`src/rtl/peripheral_comunicaciones_rx.sv`:
```
// UART 8N1 receiver with a read FIFO on the j1 I/O bus (WIFI link inbound).
// Ports: clk, rst (async low), bus cs/addr/rd/wr/d_in/d_out, serial rx. Option: RX_TIMEOUT_EN.
module peripheral_comunicaciones_rx #(
  parameter int CLK_HZ     = 50000000,
  parameter int BAUD       = 115200,
  parameter int FIFO_DEPTH = 16
) (
  input  logic        clk,
  input  logic        rst,
  input  logic [15:0] d_in,
  input  logic        cs,
  input  logic [3:0]  addr,
  input  logic        rd,
  input  logic        wr,
  output logic [15:0] d_out,
  input  logic        rx
);

  localparam int BIT_DIV = CLK_HZ / BAUD;
  localparam int HALF    = BIT_DIV / 2;
  localparam int CTW     = $clog2(BIT_DIV + 1);
  localparam int AW      = $clog2(FIFO_DEPTH);
  localparam int CW      = AW + 1;
  localparam logic [CTW-1:0] HALF_T = CTW'(HALF);
  localparam logic [CTW-1:0] BIT_T  = CTW'(BIT_DIV - 1);
  localparam logic [CW-1:0]  FULL_C = CW'(FIFO_DEPTH);

  typedef enum logic [2:0] {
    S_IDLE, S_START, S_DATA, S_STOP, S_BREAK
  } state_t;

  logic           rx_s1_q, rx_s2_q, rx_prev_q;
  state_t         state_q, state_d;
  logic [CTW-1:0] cnt_q, cnt_d;
  logic [2:0]     bit_q, bit_d;
  logic [7:0]     shift_q, shift_d;
  logic           rx_fall, push_req, ferr_set, start_evt;

  logic [7:0]     mem_q [FIFO_DEPTH];
  logic [AW-1:0]  wr_ptr_q, wr_ptr_d, rd_ptr_q, rd_ptr_d;
  logic [CW-1:0]  count_q, count_d;
  logic           rd_prev_q, rd_acc, clr_wr;
  logic           empty, full, do_pop, do_push, ovr_set;
  logic           ovr_q, ovr_d, ferr_q, ferr_d, tmo;
  logic [7:0]     cnt8;
  logic           unused_ok;

  // rx is asynchronous: two-flop synchroniser, plus a delayed copy for edges
  always_ff @(posedge clk or negedge rst) begin
    if (!rst) begin
      rx_s1_q   <= 1'b1;
      rx_s2_q   <= 1'b1;
      rx_prev_q <= 1'b1;
    end else begin
      rx_s1_q   <= rx;
      rx_s2_q   <= rx_s1_q;
      rx_prev_q <= rx_s2_q;
    end
  end

  assign rx_fall = rx_prev_q & ~rx_s2_q;

  always_ff @(posedge clk or negedge rst) begin
    if (!rst) begin
      state_q <= S_IDLE;
      cnt_q   <= '0;
      bit_q   <= '0;
      shift_q <= '0;
    end else begin
      state_q <= state_d;
      cnt_q   <= cnt_d;
      bit_q   <= bit_d;
      shift_q <= shift_d;
    end
  end

  always_comb begin
    state_d = state_q;
    cnt_d   = cnt_q + 1'b1;
    bit_d   = bit_q;
    shift_d = shift_q;
    unique case (state_q)
      S_IDLE: begin
        cnt_d = '0;
        bit_d = '0;
        if (rx_fall) state_d = S_START;
      end
      S_START: begin
        if (cnt_q == HALF_T) begin
          cnt_d   = '0;
          state_d = rx_s2_q ? S_IDLE : S_DATA;
        end
      end
      S_DATA: begin
        if (cnt_q == BIT_T) begin
          cnt_d   = '0;
          shift_d = {rx_s2_q, shift_q[7:1]};
          bit_d   = bit_q + 3'd1;
          if (bit_q == 3'd7) state_d = S_STOP;
        end
      end
      S_STOP: begin
        if (cnt_q == BIT_T) begin
          cnt_d   = '0;
          state_d = rx_s2_q ? S_IDLE : S_BREAK;
        end
      end
      S_BREAK: begin
        cnt_d = '0;
        if (rx_s2_q) state_d = S_IDLE;
      end
      default: state_d = S_IDLE;
    endcase
  end

  always_comb begin
    push_req  = 1'b0;
    ferr_set  = 1'b0;
    start_evt = 1'b0;
    if (state_q == S_STOP && cnt_q == BIT_T) begin
      push_req = rx_s2_q;
      ferr_set = ~rx_s2_q;
    end
    if (state_q == S_IDLE && rx_fall) start_evt = 1'b1;
  end

  // pop once per access: edge-detect the DATA read strobe
  assign rd_acc  = cs && rd && (addr == 4'h0);
  assign clr_wr  = cs && wr && (addr == 4'h4);
  assign empty   = (count_q == '0);
  assign full    = (count_q == FULL_C);
  assign do_pop  = rd_acc && !rd_prev_q && !empty;
  // a pop in the same cycle frees the slot, so a full FIFO still accepts
  assign do_push = push_req && (!full || do_pop);
  assign ovr_set = push_req && full && !do_pop;

  always_comb begin
    wr_ptr_d = do_push ? wr_ptr_q + 1'b1 : wr_ptr_q;
    rd_ptr_d = do_pop  ? rd_ptr_q + 1'b1 : rd_ptr_q;
    count_d  = count_q;
    if (do_push && !do_pop) count_d = count_q + 1'b1;
    if (!do_push && do_pop) count_d = count_q - 1'b1;
    ovr_d  = ovr_set  | (ovr_q  & ~(clr_wr & d_in[2]));
    ferr_d = ferr_set | (ferr_q & ~(clr_wr & d_in[3]));
  end

  always_ff @(posedge clk or negedge rst) begin
    if (!rst) begin
      wr_ptr_q  <= '0;
      rd_ptr_q  <= '0;
      count_q   <= '0;
      rd_prev_q <= 1'b0;
      ovr_q     <= 1'b0;
      ferr_q    <= 1'b0;
    end else begin
      wr_ptr_q  <= wr_ptr_d;
      rd_ptr_q  <= rd_ptr_d;
      count_q   <= count_d;
      rd_prev_q <= rd_acc;
      ovr_q     <= ovr_d;
      ferr_q    <= ferr_d;
    end
  end

  always_ff @(posedge clk) begin
    if (do_push) mem_q[wr_ptr_q] <= shift_q;
  end

`ifdef RX_TIMEOUT_EN
  localparam int TO_CLKS = 40 * BIT_DIV;
  localparam int TW      = $clog2(TO_CLKS + 1);
  localparam logic [TW-1:0] TO_SAT = TW'(TO_CLKS);
  localparam logic [TW-1:0] TO_HIT = TW'(TO_CLKS - 1);

  logic [TW-1:0] to_cnt_q, to_cnt_d;
  logic          tmo_q, tmo_d, to_run, to_clr, to_set;

  assign to_run = (state_q == S_IDLE) && !empty;
  assign to_clr = start_evt | do_push | do_pop;
  assign to_set = to_run && !to_clr && (to_cnt_q == TO_HIT);

  // counter saturates so the flag fires once per idle stretch
  always_comb begin
    to_cnt_d = to_cnt_q;
    if (to_clr) to_cnt_d = '0;
    else if (to_run && to_cnt_q != TO_SAT) to_cnt_d = to_cnt_q + 1'b1;
    tmo_d = to_set | (tmo_q & ~(clr_wr & d_in[4]) & ~do_pop);
  end

  always_ff @(posedge clk or negedge rst) begin
    if (!rst) begin
      to_cnt_q <= '0;
      tmo_q    <= 1'b0;
    end else begin
      to_cnt_q <= to_cnt_d;
      tmo_q    <= tmo_d;
    end
  end

  assign tmo       = tmo_q;
  assign unused_ok = ^{d_in[15:5], d_in[1:0]};
`else
  assign tmo       = 1'b0;
  assign unused_ok = ^{d_in[15:4], d_in[1:0]};
`endif

  assign cnt8 = 8'(count_q);

  always_comb begin
    d_out = '0;
    if (cs) begin
      case (addr)
        4'h0: if (!empty) d_out = {8'h00, mem_q[rd_ptr_q]};
        4'h2: d_out = {3'b000, cnt8, tmo, ferr_q, ovr_q, full, !empty};
        default: d_out = '0;
      endcase
    end
  end

endmodule

```
`config.mk`:
```
export PLATFORM = sky130hd
export DESIGN_NAME = peripheral_comunicaciones_rx
export DESIGN_NICKNAME = d
export VERILOG_FILES = /design/src/rtl/peripheral_comunicaciones_rx.sv
export SDC_FILE = /design/constraint.sdc
export NUM_CORES = 1
export LEC_CHECK = 0
export BUFFER_PORTS_ARGS = -buffer_cell sky130_fd_sc_hd__buf_2
export CORE_MARGIN = 1.5
export CORE_UTILIZATION = 35
export CTS_BUF_LIST = sky130_fd_sc_hd__clkbuf_2
export CTS_CLUSTER_SIZE = 28
export DETAILED_ROUTE_END_ITERATION = 10
export PLACE_DENSITY = 0.52
export SYNTH_ARGS = -nofsm -noshare
export SYNTH_HDL_FRONTEND = slang
export SYNTH_SLANG_ARGS = --single-unit
```
`constraint.sdc`:
```
create_clock -name clk -period 4.3 [get_ports clk]
set_input_delay 0.645 -clock clk [delete_from_list [all_inputs] [get_ports clk]]
set_output_delay 0.645 -clock clk [all_outputs]
set_load 0.01 [all_outputs]
```
; After elaboration in Yosys (flattened, before gate mapping)
; Memories as Yosys holds them, arrays and structs flattened.
; Cells that the tools add are included.
[word_totals]
register_bits = 42
latchBits = 0
ramBits = 128
mem_bits_ro = 0
output_inout_bits = 16
mem_count = 1
[mem_list]
columns = name, depth, word_bits, rd, rd_clocked_by_memory_dff, wr, line_no
row1 = mem_q, 16, 8, 1, 0, 1, 39  ; logic [7:0] mem_q [FIFO_DEPTH];
[classes]
add_sub_neg = 6
n_mul = 0
n_div = 0
order_cmp = 0
n_eq_ne = 16
shift = 0
mux = 23
bitwise = 10
reduce_logical = 28
[ops]
columns = cell, count
row1 = $pmux W16 S2, 1
row2 = $pmux W9 S3, 1
row3 = $mux W3, 8
row4 = $mux W9, 2
row5 = $mux W16, 1
row6 = $pmux W3 S5, 1
row7 = $logic_and A1 B1 Y1, 12
row8 = $ne A2 B2 Y1 const B, 6
row9 = $mux W5, 2
row10 = $add A9 B1 Y9 const B, 1
row11 = $eq A9 B8 Y1 const B, 1
row12 = $eq A9 B9 Y1 const B, 1
row13 = $add A4 B1 Y4 const B, 2
row14 = $mux W8, 1
row15 = $eq A3 B2 Y1 const B, 2
row16 = $eq A3 B3 Y1 const B, 2
row17 = $pmux W3 S2, 1
row18 = $reduce_and A6 Y1, 1
row19 = $add A5 B1 Y5 const B, 1
row20 = $and A1 B1 Y1, 5
row21 = $eq A5 B5 Y1 const B, 1
row22 = $logic_not A1 Y1, 5
row23 = $logic_not A5 Y1, 1
row24 = $sub A5 B1 Y5 const B, 1
row25 = other kinds (14), 23

; Longest topological paths before layout
; Gate-level depths: netlist (run 1).
[depth]
word_depth = 9
depth_mapped = 11
ltp_nobuf = 11

; Least setup slack after synthesis (run 1)
; No wires, ideal clock.
[synth_path]
kind = input to register
start = in addr[1]
end = reg count_q[4]
setup_ns = 0.080
arrival_time_ns = 2.557
setup_slack_ns = 1.663
stages = 10
n_path_buf = 1
cell_sequence = clkbuf_1 -> nor3b_2 -> o211ai_4 -> or2_4 -> inv_1 -> ha_1 -> a21o_1 -> a21oi_1 -> mux2i_1 -> xnor2_1
[synth_via]
elab_chain_len = 9
elab_cells_between_ends = 12
classes_between = 1 x mux / 11 x reduce/logical
[synth_lines]
columns = item, line_no
row1 = "start, declared", 12  ; input logic [3:0] addr,
row2 = $logic_not A4 Y1 (*), 128  ; assign rd_acc = cs && rd && (addr == 4'h0);
row3 = $logic_and A1 B1 Y1 (*), 128
row4 = $logic_and A1 B1 Y1 (*) (2 in a row), 132  ; assign do_pop = rd_acc && !rd_prev_q && !empty;
row5 = $logic_or A1 B1 Y1, 134  ; assign do_push = push_req && (!full || do_pop);
row6 = $logic_and A1 B1 Y1, 134
row7 = $logic_not A1 Y1, 142  ; if (!do_push && do_pop) count_d = count_q - 1'b1;
row8 = $logic_and A1 B1 Y1, 142
row9 = $mux W5 / $reduce_bool A2 Y1 (equally long branches), --
row10 = "end signal, assigned", 158  ; count_q <= count_d;
row11 = "end, declared", 41  ; logic [CW-1:0] count_q, count_d;
; Mark *: on every way between the ends. The rest lies on a longest branch, timed or not.
; A chain may end at the register's enable or synchronous reset.

; Worst setup path after layout (run 1)
[layout_path]
start = reg count_q[1]
end = out d_out[7]
[layout_via]
elab_chain_len = 4
[layout_lines]
columns = item, line_no
row1 = $logic_not A5 Y1, 130  ; assign empty = (count_q == '0);
row2 = $mux W8, 213  ; 4'h0: if (!empty) d_out = {8'h00, mem_q[rd_ptr_q]};
row3 = $pmux W16 S2, 212  ; case (addr)
row4 = $mux W16, 211  ; if (cs) begin
row5 = "end, declared", 15  ; output logic [15:0] d_out,
; No other way between the ends.

==> summary.md, run 1 <==
| Metric | Value |
|---|---|
| Status | finished, final reports clean |
| Sequential share of the synthesized area | 0.6723 |
| Vias in the first global route | between 3k and 4k |
| Initial core utilization | 0.3589 |
| Hold Vio Cnt, Final | 0 |
| Synth Warn # | 0 |
| Initial antenna violation count | 1 |
| GRT Residual Overflow | 0 |
| Slew Limit Fails | 0 |
| CP Data Required Time | 3.65 ns |
| Crit-path cells | or4_4 > o21ai_0 > nor2_1 > a22o_1 > buf_2 |
| Via count | roughly 3.7k |
| Cells after Synth | 425 |
| WL/cell | 19.48 µm |
| DRT Pass-1 Iters | 4 |
| Post-route design area | approximately 0.0079 mm² |
| Most used DFF post-synth | edfxtp_1 |
| Setup TNS | 0 ns |
| Initial DRC count | about 240 |
| Worst vdd rail ir drop | 0.0002247 V |
| Buffers on Ports | 21 |
| Syn avg cell area | 17.14 µm² |
| Post-DP HPWL | around 9500 µm |
| Most frequent cells in the layout | edfxtp_1, dfrtp_1, mux4_2 |
| Core Rows | 52 |
| Crit path time final | about 3.6 ns |
| Worst-Skew Late Latency | ~0.7 ns |
| CTS tree | built |
| Die Y | 147.3 µm |
| Max Cap Viol | 0 |
| Leakage | 3.172 nW |
| R2R cell count | 9 |
| Num ports | 42 |
| Die area | 0.02169 mm² |
| Met1 Use GR | 0.1995 |
| Power per cell area | around 400 mW/mm² |
| RSZ-0062 raised after global routing | no |
| Drt total wl | 14400 µm |
| Met3 Usage GRT | 0.03602 |
| Worst path arrival time | 2.99 ns |
| Stages on the worst setup path | 5 |
| Min-Delay Path Class | in2async |
| Most common cell after layout, fill and taps aside | edfxtp_1 |
| GP Congestion | 0.7280 |
| Drt via density | 4.970 |
| Post-Route Skew | 0.05293 ns |
| Post-route ant nets | 0 |
| Endpoints failing setup | 0 |
| Worst path max stage delay | 0.59 ns |
| CP max FO | 6 |
| Async set or reset register ratio after synthesis | 0.2471 |
| M2 GR Usage | 0.2216 |
| H-tree levels | 4 |
| Global route hottest layer | met2 |
| WP buf/inv | 1 |
| Residual DRC | 0 |
| CP Launch Type | flop |
| Seq. cell area | between 0.004 and 0.005 mm² |
| Multi-input logic area | 0.002236 mm² |
| Total CTS buffers | 17 |
| CTS Root Cell | clkbuf_2 |
| Post-synthesis cell area | between 0.007 and 0.008 mm² |
| CP max-delay cell | or4_4 |
| Final core utilization | 0.3889 |
| Post-synth cell types | 57 |
| CTS clk-pin slew, worst paths | 0.27 ns |
| Fillers | 1915 |
| Die X | 147.3 µm |
| Worst setup EP type | output port |
| Slew @ Worst Pin | 0.9906 ns |
| Synthesis-to-finish area growth | 8.346% |
| Fmax | 275.5 MHz |
| CTS sink count | 170 |
| First-pass GRT wire length | 22540 µm |
| CORE AREA | 0.02030 mm² |
| Hold Slack | 0.02404 ns |
| Worst rel slew slack | 0.3396 |
| Period utilization | 0.8442 |
| Register bit total from synthesis | 170 |
| Crit-path leading delay family | simple AND/OR/NAND/NOR gates |
| Number of synthesized flops with an enable pin | 128 |
| Layout cells sized above 1 | 0.2692 |
| Clock buffer depth | 2 |
| GRT Util Overall | 0.1431 |
| Placed instance area | 0.007661 mm² |
| Largest net degree at the start of global routing | 43 |
| Crit Path Class | reg2out |
| Post-layout net count | 494 |
-- Yosys cell counts (8+ instances only) --
master	n	area share
a22o_1	10	0.012
and2_1	18	0.015
buf_4	8	0.0082
dfrtp_1	39	0.13
edfxtp_1	128	0.53
ha_1	12	0.021
inv_1	14	0.0072
mux2_2	11	0.017
mux4_2	33	0.10
nand2_1	12	0.0062
nand3_1	19	0.013
nor2_1	21	0.011
xnor2_1	10	0.012
-- flip-flops by register name, summed over array words and instances, names as in the netlist --
| register | cells |
|---|---|
| shift_q | 8 |
| mem_q | 128 |
| cnt_q | 9 |
| rx_prev_q | 1 |
| state_q | 3 |
| rd_ptr_q | 4 |
| rx_s1_q | 1 |
| rx_s2_q | 1 |
| rd_prev_q | 1 |
| ferr_q | 1 |
| count_q | 5 |
| wr_ptr_q | 4 |
| ovr_q | 1 |
| bit_q | 3 |
-- layout make-up --
class / instances / share of cell area
multi-input combinational: 226 / 0.2832
antenna: 1 / 0.0003170
sequential: 170 / 0.6207
tap: 270 / 0.04280
inverter: 14 / 0.006657
clock buffer: 17 / 0.01078
clock inverter: 15 / 0.01712
timing repair buffer: 26 / 0.01839
-- routing by layer --
metal  up-vias  routed length (µm)  part of all wire
li1       1692                   -                 -
met1      1903                6818              0.47
met2        65                6823              0.47
met3        13                 552             0.038
met4         0                 204             0.014
met5         -                   0                 0
-- stage by stage --
stage,std cells,setup slack [ns],power (mW)
finish,739,0.6700,3.152
global route,739,0.4801,3.314
detailed placement,705,1.169,2.402
CTS,738,0.5785,3.199
global placement,705,1.257,2.390
floorplan,430,1.663,2.289
-- worst paths after layout --
path,startpoint,endpoint,slack (ns)
worst max-delay path,count_q[1],d_out[7],0.67
worst min-delay path,rst,count_q[4],0.02
worst max register to register,state_q[1],count_q[4],1.31
worst min register to register,rx_s1_q,rx_s2_q,0.34
max in group asynchronous,rst,wr_ptr_q[2],3.61
min in group clk,rd,rd_prev_q,0.18
-- logic make-up after synthesis --
logic type / Yosys count / synth area share
flops: 170 / 0.6723
simple gates: 104 / 0.09102
mux: 52 / 0.1314
compound gates: 34 / 0.03658
buf+inv: 34 / 0.02336
xor+xnor: 17 / 0.02147
fa+ha+maj: 13 / 0.02336
other cells: 1 / 0.0005147
-- power breakdown --
part | switching (mW) | total (mW) | internal [mW]
logic | 0.241 | 0.456 | 0.215
clock network | 0.575 | 0.795 | 0.219
registers | 0.0901 | 1.90 | 1.81
total | 0.907 | 3.15 | 2.25
-- repair_timing --
item,CTS,global route
resized for setup,0,0
hold buffers,1,0
setup buffers,0,0
endpoints found under the hold margin,1,0
(Power assumes the default switching activity.)
==> run 2: changes to the inputs <==
Clock period 4.3 ns to 3.74 ns, I/O delays scaled along.
==> run 2 against run 1 <==
  * First-iteration DRC count rose by 24%
  * Critical path depth increased by 1
  * Combinational power rose by 15%
  * Via count is 0.19% higher
  * Clock skew down 0.0033 ns
  * Routed wire length fell by 1.0%
  * Highest routed layer unchanged
  * Worst setup slack worse by 0.39 ns
  * Hold slack better by 0.086 ns
  * Design area rose by 0.27%
  * Clock power grew 17%
  * Sequential power is 15% higher
==> summary.md, run 2 (same netlist as run 1, synthesis figures left out) <==
| Metric | Value |
|---|---|
| Status | finished, final reports clean |
| Post-route ant nets | 0 |
| Core Rows | 52 |
| RSZ-0062 raised after global routing | no |
| Switching Share | 0.2863 |
| Most frequent cells in the layout | edfxtp_1, dfrtp_1, mux4_2 |
| Buffers on Ports | 21 |
| Initial antenna violation count | 1 |
| CP Data Required Time | 3.18 ns |
| Final setup margin | 0.2798 ns |
| Synthesis-to-finish area growth | 8.638% |
| Crit path time final | 3.460 ns |
| CORE AREA | 0.02030 mm² |
| Residual DRC | 0 |
| Pint | 2.598 mW |
| Top routing layer in use | met4 |
| Crit path to | d_out[2] |
| CP Launch Type | flop |
| Power per cell area | between 400 and 500 mW/mm² |
| Post-Route Skew | 0.04968 ns |
| Leakage | 3.183 nW |
| Fmax | roughly 290 MHz |
| WL/cell | 19.28 µm |
| H-tree levels | 4 |
| Crit Path Class | reg2out |
| GRT Residual Overflow | 0 |
| Drt via density | 4.980 |
| GP Congestion | 0.7842 |
| Logic gate share of total power | 0.144 |
| Routed met3 length | 374 µm |
| R2R Path End | count_q[4] |
| Vias in the first global route | 3799 |
| Largest Register | mem_q |
| Largest net degree at the start of global routing | 43 |
| Worst rel slew slack | 0.3330 |
| Max reg flops | 128 |
| Die Y | 147.3 µm |
| Multi-input logic area | 0.002236 mm² |
| Hold buffers post-CTS | 2 |
| Drt total wl | 14250 µm |
| Hold Startpoint | rd |
| Net Switching | roughly 1.0 mW |
| Worst vdd rail ir drop | about 0.00024 V |
| CTS sink count | 170 |
| Clk pwr share | 0.255 |
| Setup TNS | 0 ns |
| Worst-Skew Late Latency | 0.72 ns |
| GRT Util Overall | 0.1419 |
| Routed wl met2 | 6847 µm |
| Num ports | 42 |
| CP Launch Point | rd_ptr_q[0] |
| Most common cell after layout, fill and taps aside | edfxtp_1 |
| Hold Vio Cnt, Final | 0 |
| Min-Delay Path Class | in2reg |
| Clock buffer depth | 2 |
| Die X | 147.3 µm |
| R2R cell count | 9 |
| Post-layout net count | 494 |
| Die area | around 0.022 mm² |
| CTS clk-pin slew, worst paths | 0.27 ns |
| First-pass GRT wire length | 22670 µm |
| Via count | 3680 |
| Slew @ Worst Pin | ~1 ns |
| Seq. cell area | 0.004900 mm² |
| Final core utilization | 0.3899 |
| Post-DP HPWL | 9278 µm |
| Worst setup EP type | output port |
| Fillers | 1921 |
| Endpoints failing setup | 0 |
| Worst path arrival time | 2.90 ns |
| FF-to-FF setup slack | 0.82 ns |
| Post-route design area | ~0.0079 mm² |
| Met1 WL | 6898 µm |
| Largest regs | mem_q (128), cnt_q (9), shift_q (8) |
| Pre-CTS worst setup slack | 0.8561 ns |
| DRT Pass-1 Iters | 5 |
| CTS Root Cell | clkbuf_2 |
| Period utilization | 0.9252 |
| Buffer count from post-CTS setup fixing | 0 |
| CTS tree | built |
| Total CTS buffers | 17 |
| Slew Limit Fails | 0 |
| Placed instance area | ~0.0077 mm² |
| CTS resizes | 0 |
| Layout cells sized above 1 | 0.2650 |
| Initial core utilization | 0.3589 |
| Worst r2r src | state_q[1] |
| Initial DRC count | 298 |
| CP max FO | 32 |
| Max Cap Viol | 0 |
| Seq pwr share | 0.601 |
==> run 2: cell types whose count changed in the layout (fill, tap and decap cells not counted), moves of 2 or more <==
cell      change
buf_4         -2
clkinv_2      -2
clkinv_4      +3
inv_6         -2
==> run 2: cell type report <==
type / instances / area share
Sequential cell: 170 / 0.6190
Multi-Input combinational cell: 226 / 0.2825
Antenna cell: 1 / 0.0003162
Clock inverter: 14 / 0.01723
Inverter: 14 / 0.006639
Timing Repair Buffer: 26 / 0.02023
Tap cell: 270 / 0.04268
Clock buffer: 18 / 0.01138
==> run 2: worst max-delay path: stages, from the launching register on <==
cell and delay (ns):
dfrtp_2 0.44, buf_12 0.26, mux4_2 0.56, a22oi_1 0.37, nand3_1 0.16, a22o_1 0.23
buf_2 0.14
==> run 2: stage by stage <==
stage / instances / hold WS [ns] / power [mW]
detailed placement: 704 / 0.3472 / 2.767
global route: 739 / 0.02315 / 3.838
floorplan: 430 / 0.2654 / 2.632
global placement: 704 / 0.3501 / 2.754
finish: 739 / 0.1100 / 3.640
CTS: 738 / 0.03251 / 3.692
==> run 2: worst min-delay path by stage <==
stage | end | depth (start not counted)
final | rd_prev_q | 2
after floorplan | bit_q[0] | 0
after detailed placement | rx_s2_q | 0
after global routing | rd_prev_q | 2
after global placement | rx_s2_q | 0
after CTS | rd_prev_q | 2
==> run 2: power by group through the flow <==
stage / sequential, mW / combinational (mW) / clock, mW
after global placement: 2.22 / 0.530 / 0
after CTS: 2.19 / 0.543 / 0.962
after floorplan: 2.20 / 0.433 / 0
after detailed placement: 2.23 / 0.540 / 0
after global routing: 2.21 / 0.583 / 1.05
final: 2.19 / 0.525 / 0.928
==> run 2: metal layers <==
metal  global-route usage  vias up
met2               0.2230       47
met1               0.1991     1932
met3              0.03168       11
met4              0.03900        0
met5                    0        -
li1                     -     1690
